File: src/rtl/mux_nto1_arb_pkg.sv
`default_nettype none
// +----------------------------------------------------------------------------+
// | Module      : mux_nto1_arb_pkg                                             |
// | Description : Shared definitions for the N-to-1 arbitrated selector.       |
// |               MODE_FIXED / MODE_RR encode mode_i.                          |
// |               Optional feature macro: MUX_LAST_EN (define it on the        |
// |               compile line to enable last_i/last_o packet locking).        |
// | Revision    : 1.0 - initial release                                        |
// +----------------------------------------------------------------------------+
package mux_nto1_arb_pkg;

  localparam logic MODE_FIXED = 1'b0;  // channel chosen by select_i
  localparam logic MODE_RR    = 1'b1;  // round-robin between valid inputs

endpackage : mux_nto1_arb_pkg
`default_nettype wire

File: src/rtl/mux_nto1_arb_rr_arbiter.sv
`default_nettype none
// +----------------------------------------------------------------------------+
// | Module      : rr_arbiter                                                   |
// | Description : Combinational rotate-priority arbiter. Grants the first      |
// |               requesting channel found searching cyclically from ptr+1.    |
// | Ports       : req     [CH]    per-channel request                          |
// |               ptr     [SEL_W] last granted channel                         |
// |               gnt_idx [SEL_W] granted channel (valid when gnt_vld)         |
// |               gnt_vld         at least one request present                 |
// | Revision    : 1.0 - initial release                                        |
// +----------------------------------------------------------------------------+
module rr_arbiter #(
  parameter  int CH    = 4,
  localparam int SEL_W = $clog2(CH)
) (
  input  logic [CH-1:0]    req,
  input  logic [SEL_W-1:0] ptr,
  output logic [SEL_W-1:0] gnt_idx,
  output logic             gnt_vld
);

  // Walk from the farthest candidate to the nearest so the last hit (the
  // nearest to ptr+1) is the one that sticks.
  always_comb begin
    int k;
    gnt_idx = '0;
    gnt_vld = 1'b0;
    k       = 0;
    for (int i = CH; i >= 1; i--) begin
      k = (int'(ptr) + i) % CH;
      if (req[SEL_W'(k)]) begin
        gnt_idx = SEL_W'(k);
        gnt_vld = 1'b1;
      end
    end
  end

endmodule : rr_arbiter
`default_nettype wire

File: src/rtl/mux_nto1_arb.sv
`default_nettype none
// +----------------------------------------------------------------------------+
// | Module      : mux_nto1_arb                                                 |
// | Description : CH-to-1 data selector with valid/ready handshake and one     |
// |               output register stage. Channel chosen by select_i (fixed)    |
// |               or by round-robin arbitration (mode_i=1).                    |
// | Ports       : clk_i, rst_i (async, active-low)                             |
// |               mode_i, select_i          channel selection control          |
// |               data_i, valid_i, ready_o  CH producer channels               |
// |               data_o, valid_o, ready_i  consumer side (registered)         |
// |               grant_o                   channel of the beat in data_o      |
// |               last_i, last_o            only with MUX_LAST_EN defined      |
// | Revision    : 1.0 - initial release                                        |
// +----------------------------------------------------------------------------+
module mux_nto1_arb
  import mux_nto1_arb_pkg::*;
#(
  parameter  int size  = 32,
  parameter  int CH    = 4,
  localparam int SEL_W = $clog2(CH)
) (
  input  logic                 clk_i,
  input  logic                 rst_i,
  input  logic                 mode_i,
  input  logic [SEL_W-1:0]     select_i,
  input  logic [CH*size-1:0]   data_i,
  input  logic [CH-1:0]        valid_i,
  output logic [CH-1:0]        ready_o,
  output logic [size-1:0]      data_o,
  output logic                 valid_o,
  input  logic                 ready_i,
`ifdef MUX_LAST_EN
  input  logic [CH-1:0]        last_i,
  output logic                 last_o,
`endif
  output logic [SEL_W-1:0]     grant_o
);

  logic [SEL_W-1:0] r_rr_ptr;
  logic [SEL_W-1:0] r_grant;
  logic [size-1:0]  r_data;
  logic             r_valid;

  logic [SEL_W-1:0] w_rr_idx;
  logic             w_rr_vld;
  logic [SEL_W-1:0] w_cand;
  logic             w_cand_vld;
  logic             w_can_load;
  logic [size-1:0]  w_sel_data;
  logic             w_sel_valid;
  logic             w_xfer;

`ifdef MUX_LAST_EN
  logic             r_lock;
  logic [SEL_W-1:0] r_lock_ch;
  logic             r_last;
  logic             w_sel_last;
`endif

  assign w_can_load = ~r_valid | ready_i;

  rr_arbiter #(.CH(CH)) u_rr_arbiter (
    .req     (valid_i),
    .ptr     (r_rr_ptr),
    .gnt_idx (w_rr_idx),
    .gnt_vld (w_rr_vld)
  );

  // Candidate channel. An open packet overrides both selection modes.
  always_comb begin
    w_cand     = '0;
    w_cand_vld = 1'b0;
`ifdef MUX_LAST_EN
    if (r_lock) begin
      w_cand     = r_lock_ch;
      w_cand_vld = 1'b1;
    end else
`endif
    if (mode_i == MODE_RR) begin
      w_cand     = w_rr_idx;
      w_cand_vld = w_rr_vld;
    end else begin
      w_cand     = select_i;
      // An out-of-range select_i (only possible when CH is not a power of
      // two) selects nothing.
      w_cand_vld = (int'(select_i) < CH);
    end
  end

  // One-hot ready decode and channel data mux; compares against every legal
  // index so an out-of-range candidate can never slice beyond data_i.
  always_comb begin
    ready_o     = '0;
    w_sel_data  = '0;
    w_sel_valid = 1'b0;
`ifdef MUX_LAST_EN
    w_sel_last  = 1'b1;
`endif
    for (int k = 0; k < CH; k++) begin
      if (w_cand_vld && (w_cand == SEL_W'(k))) begin
        ready_o[k]  = w_can_load;
        w_sel_data  = data_i[k*size +: size];
        w_sel_valid = valid_i[k];
`ifdef MUX_LAST_EN
        w_sel_last  = last_i[k];
`endif
      end
    end
  end

  assign w_xfer = w_cand_vld & w_can_load & w_sel_valid;

  always_ff @(posedge clk_i or negedge rst_i) begin
    if (!rst_i) begin
      r_valid  <= 1'b0;
      r_data   <= '0;
      r_grant  <= '0;
      // Park on the last channel so channel 0 wins the first arbitration.
      r_rr_ptr <= SEL_W'(CH - 1);
    end else if (w_xfer) begin
      r_valid <= 1'b1;
      r_data  <= w_sel_data;
      r_grant <= w_cand;
      if (mode_i == MODE_RR) begin
        r_rr_ptr <= w_cand;
      end
    end else if (ready_i) begin
      r_valid <= 1'b0;
    end
  end

`ifdef MUX_LAST_EN
  always_ff @(posedge clk_i or negedge rst_i) begin
    if (!rst_i) begin
      r_lock    <= 1'b0;
      r_lock_ch <= '0;
      r_last    <= 1'b0;
    end else if (w_xfer) begin
      r_lock    <= ~w_sel_last;
      r_lock_ch <= w_cand;
      r_last    <= w_sel_last;
    end
  end

  assign last_o = r_last;
`endif

  assign data_o  = r_data;
  assign valid_o = r_valid;
  assign grant_o = r_grant;

endmodule : mux_nto1_arb
`default_nettype wire

File: config.mk
export PLATFORM = sky130hd
export DESIGN_NAME = mux_nto1_arb
export DESIGN_NICKNAME = d
export VERILOG_FILES = /design/src/rtl/mux_nto1_arb_pkg.sv /design/src/rtl/mux_nto1_arb_rr_arbiter.sv /design/src/rtl/mux_nto1_arb.sv
export SDC_FILE = /design/constraint.sdc
export NUM_CORES = 1
export LEC_CHECK = 0
export ABC_AREA = 1
export BUFFER_PORTS_ARGS = -buffer_cell sky130_fd_sc_hd__buf_4
export CAP_MARGIN = 20
export CORE_ASPECT_RATIO = 1.2
export CORE_MARGIN = 4
export CORE_UTILIZATION = 43
export CTS_CLUSTER_SIZE = 20
export DETAILED_ROUTE_END_ITERATION = 8
export PLACE_DENSITY = 0.9
export SETUP_SLACK_MARGIN = 0.5
export SLEW_MARGIN = 20
export SYNTH_ARGS = -nofsm -noshare
export SYNTH_HDL_FRONTEND = slang
export SYNTH_SLANG_ARGS = --single-unit
export TNS_END_PERCENT = 30
File: constraint.sdc
create_clock -name clk_i -period 2.55 [get_ports clk_i]
set_input_delay 0.255 -clock clk_i [delete_from_list [all_inputs] [get_ports clk_i]]
set_output_delay 0.255 -clock clk_i [all_outputs]
set_load 0.1 [all_outputs]
# --- Yosys cells after proc, flatten, opt, wreduce, memory -nomap -nowiden ---
# Index checks and enable logic that the tools add are counted.
totals:
  ff_bits: 37
  input_bits: 138
classes:
  add_sub_neg: 4
  order_cmp: 4
  eq_ne: 3
  muxes: 36
  bitwise_logic: 4
  reduce_logical: 7
op_table:
  columns: ["op", "n"]
  rows:
  - ["$mux 32", 4]
  - ["$mux 1", 23]
  - ["$lt 2x4->1 const B", 4]
  - ["$mux 2", 5]
  - ["$bmux 1 s2", 4]
  - ["$add 2x1->2 const B", 2]
  - ["$add 2x2->2 const B", 2]
  - ["$eq 2x2->1 const B", 2]
  - ["$logic_and 1x1->1", 4]
  - ["$and 1x1->1", 2]
  - ["$eq 2x1->1 const B", 1]
  - ["$logic_not 2->1", 1]
  - ["$reduce_and 2->1", 1]
  - ["$reduce_bool 2->1", 1]
  - ["$not 1->1", 1]
  - ["$or 1x1->1", 1]

# --- Depth between registers and ports, before layout ---
# Gate-level depths: netlist (run 1).
logic_depth:
  ltp_word: 17
  ltp_mapped: 19

# --- Cells and area by module ---
# Synthesis (run 1) repeated with hierarchy kept, for this count alone.
hier_totals:
  hier_cells: 421
  area_unflattened_um2: 2698.8
modules_own_cells:
  columns: ["mod", "n_inst", "cells_per_inst", "area_each_um2"]
  rows:
  - ["mux_nto1_arb", 1, 372, 2472.4]
  - ["rr_arbiter", 1, 49, 226.5]

# --- Worst setup path before layout (run 1) ---
# Ideal clock, no wire load.
synth_timing:
  kind: "register -> output"
  startpoint: "register r_rr_ptr[0]"
  endpoint: "output port ready_o[1]"
  t_arrival_ps: 3700
  t_required_ps: 2295
  slack_ps: -1405
  stages_incl_launch_ff: 16
  path_buffers: 3
  path_cell_list: "dfstp_2 -> buf_6 -> inv_4 -> nand2_1 -> nand2_1 -> nand2_1 -> nand2_1 -> inv_2 -> nand2_1 -> nand3_1 -> nand3_2 -> nand2_4 -> inv_2 -> buf_4 -> buf_4 -> nor3_1"
synth_between:
  elab_chain_len: 12
  elab_cells_between_ends: 29
  classes_between: "add/sub (4); eq/ne (1); mux (23); reduce/logical (1)"
synth_rtl:
  columns: ["item", "line", "text"]
  rows:
  - ["from (decl)", "mux_nto1_arb.sv:39", "logic [SEL_W-1:0] r_rr_ptr;"]
  - ["from (signal assigned)", "mux_nto1_arb.sv:119", "r_rr_ptr <= SEL_W'(CH - 1);"]
  - ["from (signal assigned)", "mux_nto1_arb.sv:125", "r_rr_ptr <= w_cand;"]
  - ["$add 2x1->2", "mux_nto1_arb_rr_arbiter.sv:30", "k = (int'(ptr) + i) % CH;"]
  - ["$bmux 1 s2", "mux_nto1_arb_rr_arbiter.sv:31", "if (req[SEL_W'(k)]) begin"]
  - ["$mux 1 (not written as such) (2 in a row)", "mux_nto1_arb_rr_arbiter.sv:31", null]
  - ["$mux 2 (4 in a row)", "mux_nto1_arb_rr_arbiter.sv:31", null]
  - ["$mux 2", "mux_nto1_arb.sv:79", "if (mode_i == MODE_RR) begin"]
  - ["$eq 2x1->1", "mux_nto1_arb.sv:100", "if (w_cand_vld && (w_cand == SEL_W'(k))) begin"]
  - ["$logic_and 1x1->1 (*)", "mux_nto1_arb.sv:100", null]
  - ["$mux 1 (*)", "mux_nto1_arb.sv:100", null]
  - ["to (decl)", "mux_nto1_arb.sv:28", "output logic [CH-1:0] ready_o,"]
# Every way passes the cells marked *; elsewhere a longest branch is shown, timed or not. The select of a mux whose other input is x is not followed.

# --- Worst setup path after layout (run 1) ---
layout_timing:
  startpoint: "register r_rr_ptr[0]"
  endpoint: "register r_data[7] (netlist: data_o[7])"
layout_between:
  elab_chain_len: 16
  elab_cells_between_ends: 44
  classes_between: "add/sub (4); eq/ne (3); mux (30); bitwise (2); reduce/logical (5)"
layout_rtl:
  columns: ["item", "line", "text"]
  rows:
  - ["$add 2x1->2", "mux_nto1_arb_rr_arbiter.sv:30", null]
  - ["$bmux 1 s2", "mux_nto1_arb_rr_arbiter.sv:31", null]
  - ["$mux 1 (not written as such) (2 in a row)", "mux_nto1_arb_rr_arbiter.sv:31", null]
  - ["$mux 2 (4 in a row)", "mux_nto1_arb_rr_arbiter.sv:31", null]
  - ["$mux 2", "mux_nto1_arb.sv:79", null]
  - ["$logic_not 2->1", "mux_nto1_arb.sv:100", null]
  - ["$logic_and 1x1->1", "mux_nto1_arb.sv:100", null]
  - ["$mux 1 (4 in a row)", "mux_nto1_arb.sv:100", null]
  - ["$and 1x1->1", "mux_nto1_arb.sv:111", "assign w_xfer = w_cand_vld & w_can_load & w_sel_valid;"]
  - ["to (signal assigned)", "mux_nto1_arb.sv:122", "r_data <= w_sel_data;"]
  - ["to (decl)", "mux_nto1_arb.sv:41", "logic [size-1:0] r_data;"]
# Parallel ways exist; a longest one is shown, timed or not. The select of a mux whose other input is x is not followed.
# A chain may end at the register's enable or synchronous reset.

==> results of run 1 <==
==> routing by layer <==
metal,up-vias,share of wire,GRT usage
met4,0,0.067,0.141
met2,371,0.50,0.525
met3,105,0.11,0.0655
li1,1874,-,-
met1,2060,0.33,0.318
met5,-,0,0
==> worst min-delay path, stage by stage <==
cell,delay [ns]
buf_4,0.16
nand4_1,0.10
nand2_1,0.06
==> what timing repair did <==
item,in CTS,in global routing
resized for setup,34,98
setup buffers,8,17
hold buffers,1,0
cloned,2,9
hold endpoints to repair,35,0
setup endpoints to repair,41,41
pin swaps,8,34
==> placed cells by master, fill, tap and decap left out, drive strengths merged <==
master,synthesis,layout
o21bai,1,1
o21ai,4,4
a21oi,1,1
nand2,143,149
inv,16,16
clkbuf,13,11
clkinv,0,1
dfrtp,35,35
buf,23,217
nor2,5,5
nand3,107,107
nand4,68,68
dfstp,2,2
nor3,1,1
dlygate4sd3,0,1
==> stage by stage <==
step	setup TNS, ns	instances	setup WS, ns
floorplan	-0.0578	419	-0.0578
global placement	0	656	0.203
detailed placement	0	656	0.0506
CTS	0	675	0.176
global route	-8.04	701	-0.270
finish	-1.26	701	-0.0776
==> final cells by class <==
type                            count  area [um2]
Sequential cell                    37         930
Multi-Input combinational cell    336        2030
Tap cell                           82         103
Clock buffer                        7        96.3
Timing Repair Buffer              222        1970
Clock inverter                      1        5.00
Fill cell                         381         967
Inverter                           16        72.6
==> final timing paths <==
| path | from | end | slack [ns] | depth (start not counted) |
|---|---|---|---|---|
| max in group asynchronous | rst_i | valid_o$_DFFE_PN0P_ | 1.70 | 2 |
| worst min register to register | data_o[19]$_DFFE_PN0P_ | data_o[19]$_DFFE_PN0P_ | 0.49 | 2 |
| worst min-delay path | mode_i | r_rr_ptr[0]$_DFFE_PN1P_ | 0.29 | 3 |
| min in group asynchronous | rst_i | data_o[10]$_DFFE_PN0P_ | 0.48 | 2 |
| worst max register to register | r_rr_ptr[0]$_DFFE_PN1P_ | data_o[7]$_DFFE_PN0P_ | -0.08 | 17 |
| worst max-delay path | r_rr_ptr[0]$_DFFE_PN1P_ | data_o[7]$_DFFE_PN0P_ | -0.08 | 17 |
==> where the power goes <==
part	switching [mW]	internal [mW]	total [mW]
Sequential	0.221	0.886	1.11
Clock	0.214	0.245	0.458
Combinational	4.87	2.24	7.12
==> registers in the layout, summed over array words and instances (netlist names) <==
name,cells
grant_o,2
r_rr_ptr,2
data_o,32
valid_o,1
==> cell families after synthesis <==
kind of cell / Yosys count
and+or+nand+nor: 324
DFF: 37
AOI/OAI and AO/OA: 6
buffers and inverters: 52
==> summary.md, run 1 <==
| Metric | Value |
|---|---|
| Status | `finished with violations` |
| Placer Congestion | `0.837` |
| Share of cells above drive strength 1 | `0.514` |
| HPWL after DPL | `8.07 mm` |
| Hold_ws | `0.291 ns` |
| WL/cell | `21.5 um` |
| Simple-gate portion of the synthesized area | `0.559` |
| Final non-filler cell area | `5200 um2` |
| Port Buf Inserts | `176` |
| Final hold viol count | `0` |
| Adder-Cell Fraction of Synth Area | `0` |
| Num CTS Buffers | `5` |
| Final min period | `2.63 ns` |
| Leak Pwr | `2.62 nW` |
| Final Skew | `0.00591 ns` |
| WP data required | `2.78 ns` |
| Synth top area share | `0.316` |
| Unrepaired setup endpoints after global routing | `true` |
| Worst skew pair latency | `0.29 ns` |
| Delay-heaviest family, CP | `simple AND/OR/NAND/NOR gates` |
| PwrDens | `1670 nW/um2` |
| Final setup violation count | `38` |
| Top post-synthesis cells by area | `dfrtp_1, nand3_1, nand2_1` |
| Syn Inst Count | `419` |
| Vias | `4410` |
| Max-Slew Margin vs Limit | `0.571` |
| Worst Tran Pin Value | `0.642 ns` |
| Area grow syn2layout | `87.5%` |
| Mux cell area share after synthesis | `0` |
| Crit-path max cell delay | `0.63 ns` |
| Ys flop type | `dfrtp_1` |
| Tot GR Track Use | `0.292` |
| Max Slew Vio Count | `0` |
| Worst setup SP type | `register` |
| CTS tree | `built` |
| First-pass GRT wire length | `17.8 mm` |
| Rows | `31` |
| Drt drc | `0` |
| #FFs+latches synth | `37` |
| YS warnings | `0` |
| Worst-path maximum fanout | `8` |
| Post-synth EDFFs | `0` |
| Total Wirelength | `15.1 mm` |
| CP endpoint kind | `register` |
| Grt total ovfl | `0` |
| DR iter-0 viols | `689` |
| Clk slew on worst S/H paths | `0.08 ns` |
| Syn avg cell area | `6.62 um2` |
| Combinational family with the most area after synthesis | `simple AND/OR/NAND/NOR gates` |
| Crit-path cells | `inv_4, nand2_1, nand3_2, nand2_2, inv_1, nand2_1, nand3_2, nand3_2, nand2_4, buf_6, buf_6, o21ai_4, nand2_4, buf_12, nand2_8, nand2_2, nand2_1` |
| Drt first pass iters | `9` |
| DIE AREA | `7810 um2` |
| Max Clock Freq | `0.381 GHz` |
| Critical Path AT | `2.85 ns` |
| Initial antenna violation count | `0` |
| Final worst slack | `-0.0776 ns` |
| Top-count cell post-synth | `nand2_1` |
| CTS max path bufs | `2` |
| Buf+Inv Stages, Crit Path | `5` |
| Initial Util | `0.450` |
| Post-route ant nets | `0` |
| Synth Area in XOR/XNOR | `0` |
| Class of the worst hold path | `in -> reg` |
| Pin count of the biggest net entering global routing | `58` |
| Clock root buffer | `clkbuf_8` |
| Fin crit share | `1.03` |
| Via/cell ratio | `6.29` |
| Maximum vdd drop | `0.000858 V` |
| Vias in the first global route | `3965` |
| I/O Pins | `177` |
| FFs w/ async S/R, synth | `1.00` |
| Cell Area, Synth | `2770 um2` |
| Finished Core Util | `0.843` |
| Syn Nets | `557` |
| Core area | `6170 um2` |
| Final #Nets | `756` |
| Failing checks | `setup timing` |
| Placed Area | `4170 um2` |
| Power, Total | `8.68 mW` |
| Die Wd | `81.3 um` |
| Most area-hungry cell type in the Yosys netlist | `dfrtp_1` |
| Worst path slowest cell | `dfstp_2` |
| Netlist cell types | `23` |
| Post-synth top cells | `nand2_1, nand3_1, nand4_1, dfrtp_1, clkbuf_1` |
| Crit path kind | `reg -> reg` |
| Die Y | `96.0 um` |
| H-Tree Depth | `2` |
| Synth Area in Compound Gates | `0.0131` |
| Seq/Total Area, Yosys | `0.335` |
| CTS sink cnt | `37` |
| Max Cap Viol | `0` |
| N_diodes | `0` |
No activity file was read; power rests on OpenSTA's default activity.
==> inputs of run 2 (changes only) <==
Settings changed: CORE_UTILIZATION 43 to 45, PLACE_DENSITY 0.9 to 0.93, SKIP_LAST_GASP set to 1.
Clock period 2.55 ns to 3.1 ns, I/O delays scaled along.
==> run 2 against run 1 <==
The run now ends clean; utilization down 8.4 points; worst setup slack better by 0.56 ns; clock skew up 0.0033 ns; largest cell class unchanged; flip-flop and latch count unchanged.
==> summary.md, run 2 (synthesis results as in run 1) <==
| Metric | Value |
|---|---|
| Rows | `31 (unchanged)` |
| Delay-heaviest family, CP | `simple AND/OR/NAND/NOR gates` |
| Total Wirelength | `12.5 mm (-17%)` |
| Drt drc | `0 (unchanged)` |
| Final #Nets | `736 (-2.6%)` |
| Combinational share of power | `0.797 (-0.023)` |
| Maximum vdd drop | `0.000682 V (-21%)` |
| Finished Core Util | `0.759 (-0.0838)` |
| Register area | `928 um2 (-0.13%)` |
| Initial Util | `0.461 (+0.0116)` |
| WL/cell | `18.3 um (-15%)` |
| DIE AREA | `7490 um2 (-4.0%)` |
| Largest register FFs | `32 (unchanged)` |
| Commonest non-fill, non-tap cell in the layout | `buf_4` |
| Critical Path AT | `2.31 ns (-0.54 ns)` |
| Area grow syn2layout | `64.6%` |
| Core area | `6010 um2 (-2.5%)` |
| Vias | `4077 (-7.6%)` |
| Placer Congestion | `0.919 (+9.9%)` |
| Setup TNS | `0 ns (+1.26 ns)` |
| Class of the worst hold path | `in -> reg` |
| Max-Slew Margin vs Limit | `0.558 (-0.0137)` |
| Leak Pwr | `2.36 nW (-9.8%)` |
| Worst skew pair latency | `0.30 ns (about the same)` |
| Num CTS Buffers | `5 (unchanged)` |
| Die Y | `94.0 um (-2.1%)` |
| Sw Pwr | `3.82 mW (-28%)` |
| Final Skew | `0.00925 ns (+0.00334 ns)` |
| Worst-path maximum fanout | `8 (unchanged)` |
| H-Tree Depth | `2 (unchanged)` |
| Crit-path cells | `inv_4, nand2_2, nand3_1, nand2_1, inv_1, nand2_1, nand3_1, nand3_4, nand2_8, inv_4, nand2_1, nor2_4, buf_12` |
| Switching share of total power | `0.635 (+0.0241)` |
| Multi-input logic area | `1740 um2 (-14%)` |
| Share of cells above drive strength 1 | `0.417 (-0.0964)` |
| Filler cells | `470 (+23%)` |
| Worst Tran Pin Value | `0.661 ns (+0.0187 ns)` |
| Crit-path max cell delay | `0.63 ns (about the same)` |
| Most frequent cells in the layout | `buf_4, nand2_1, nand3_1, nand4_1, dfrtp_1` |
| Port Buf Inserts | `176 (unchanged)` |
| WP depth | `13 (-4)` |
| CTS tree | `built` |
| I/O Pins | `177 (unchanged)` |
| Max Slew Vio Count | `0 (unchanged)` |
| Status | `complete, no violations` |
| DR iter-0 viols | `550 (-20%)` |
| Unrepaired setup endpoints after global routing | `true` |
| Buf+Inv Stages, Crit Path | `4 (-1)` |
| Via/cell ratio | `5.99 (-4.8%)` |
| Clk slew on worst S/H paths | `0.08 ns (about the same)` |
| Drt first pass iters | `8 (-1)` |
| Pre-CTS setup slack | `0.145 ns (+0.0940 ns)` |
| Crit path kind | `reg -> out` |
| Final min period | `2.62 ns` |
| N_diodes | `0 (unchanged)` |
| Tot GR Track Use | `0.305 (+0.0130)` |
| Max Clock Freq | `0.382 GHz` |
| Worst setup SP type | `register` |
| First-pass GRT wire length | `17.8 mm (unchanged)` |
| Die Wd | `79.7 um (-2.0%)` |
| PwrDens | `1320 nW/um2 (-21%)` |
| Hold path cells | `3 (unchanged)` |
| Pint | `2.19 mW (-35%)` |
| Worst path slowest cell | `dfstp_2` |
| Post-route ant nets | `0 (unchanged)` |
| Clock root buffer | `clkbuf_8` |
| HPWL after DPL | `7.78 mm (-3.6%)` |
| Sequential share of power | `0.147 (+0.020)` |
| WP data required | `2.79 ns (about the same)` |
| Pin count of the biggest net entering global routing | `47 (-19%)` |
| Initial antenna violation count | `0 (unchanged)` |
| CTS sink cnt | `37 (unchanged)` |
| Max Cap Viol | `0 (unchanged)` |
| Final setup violation count | `0 (-100%)` |
| Vias in the first global route | `3844 (-3.1%)` |
| CTS max path bufs | `2 (unchanged)` |
| R2R depth | `15 (-2)` |
| CP endpoint kind | `primary output` |
| Clk pwr share | `0.056 (+0.003)` |
| Fin crit share | `0.845` |
| Final worst slack | `0.480 ns (+0.557 ns)` |
| Grt total ovfl | `0 (unchanged)` |
| Final hold viol count | `0 (unchanged)` |
| Most Frequent Cell on Critical Path | `nand2_1` |
[run 2: layout make-up]
type	instances	area share
clock buffers	6	0.0159
clock inverters	2	0.00219
repair buffers	204	0.357
multi-input cells	333	0.381
flip-flops and latches	37	0.203
repair inverters	1	0.00164
well taps	82	0.0225
inverters	16	0.0162
[run 2: stage by stage]
step,hold WS (ns),power (mW),instances,cell area (um2)
detailed placement,0.301,5.00,650,4090
global route,0.346,6.26,681,4570
floorplan,0.0144,4.13,419,2790
finish,0.323,6.01,681,4570
global placement,0.297,4.90,650,4090
CTS,0.329,5.66,671,4400
[run 2: what timing repair did]
item / CTS / global route
gates resized for setup: 22 / 22
pin swaps: 5 / 6
hold buffers: 1 / 0
endpoints found under the setup margin: 41 / 41
buffers inserted: 8 / 9
endpoints found under the hold margin: 35 / 0
gates cloned: 4 / 1
[run 2: layer usage]
| layer | GRT usage | up-vias | part of all wire |
|---|---|---|---|
| met5 | 0 | - | 0 |
| met4 | 0.142 | 0 | 0.031 |
| met3 | 0.0729 | 47 | 0.11 |
| met2 | 0.533 | 297 | 0.51 |
| met1 | 0.345 | 1909 | 0.35 |
| li1 | - | 1824 | - |
[run 2: final timing paths]
kind                                          from                      end  slack [ns]
min in group asynchronous                    rst_i   data_o[10]$_DFFE_PN0P_        0.52
setup / recovery           r_rr_ptr[0]$_DFFE_PN1P_               ready_o[2]        0.48
max in group asynchronous                    rst_i  r_rr_ptr[1]$_DFFE_PN1P_        2.21
hold / removal                              mode_i  r_rr_ptr[0]$_DFFE_PN1P_        0.32
hold reg to reg              data_o[1]$_DFFE_PN0P_    data_o[1]$_DFFE_PN0P_        0.49
setup reg to reg           r_rr_ptr[0]$_DFFE_PN1P_   grant_o[1]$_DFFE_PN0P_        0.58
[run 2: power groups by stage]
stage | Sequential (mW) | Clock [mW] | Combinational (mW)
6_report | 0.881 | 0.339 | 4.79
5_1_grt | 0.902 | 0.360 | 5.00
4_1_cts | 0.872 | 0.335 | 4.45
3_5_place_dp | 0.875 | 0 | 4.12
3_3_place_gp | 0.869 | 0 | 4.03
2_1_floorplan | 2.33 | 0 | 1.80
[run 2: worst reg2reg max path, cell delays in order, from the launching register on]
cell and delay, ns:
dfstp_2 0.63, inv_4 0.08, nand2_2 0.09, nand3_1 0.10, nand2_1 0.11, inv_1 0.05
nand2_1 0.05, nand3_1 0.11, nand3_4 0.15, nand2_8 0.08, nand2_2 0.20, o21bai_2 0.12
inv_6 0.19, nand2_8 0.20, nand2_1 0.13, o21ai_0 0.09
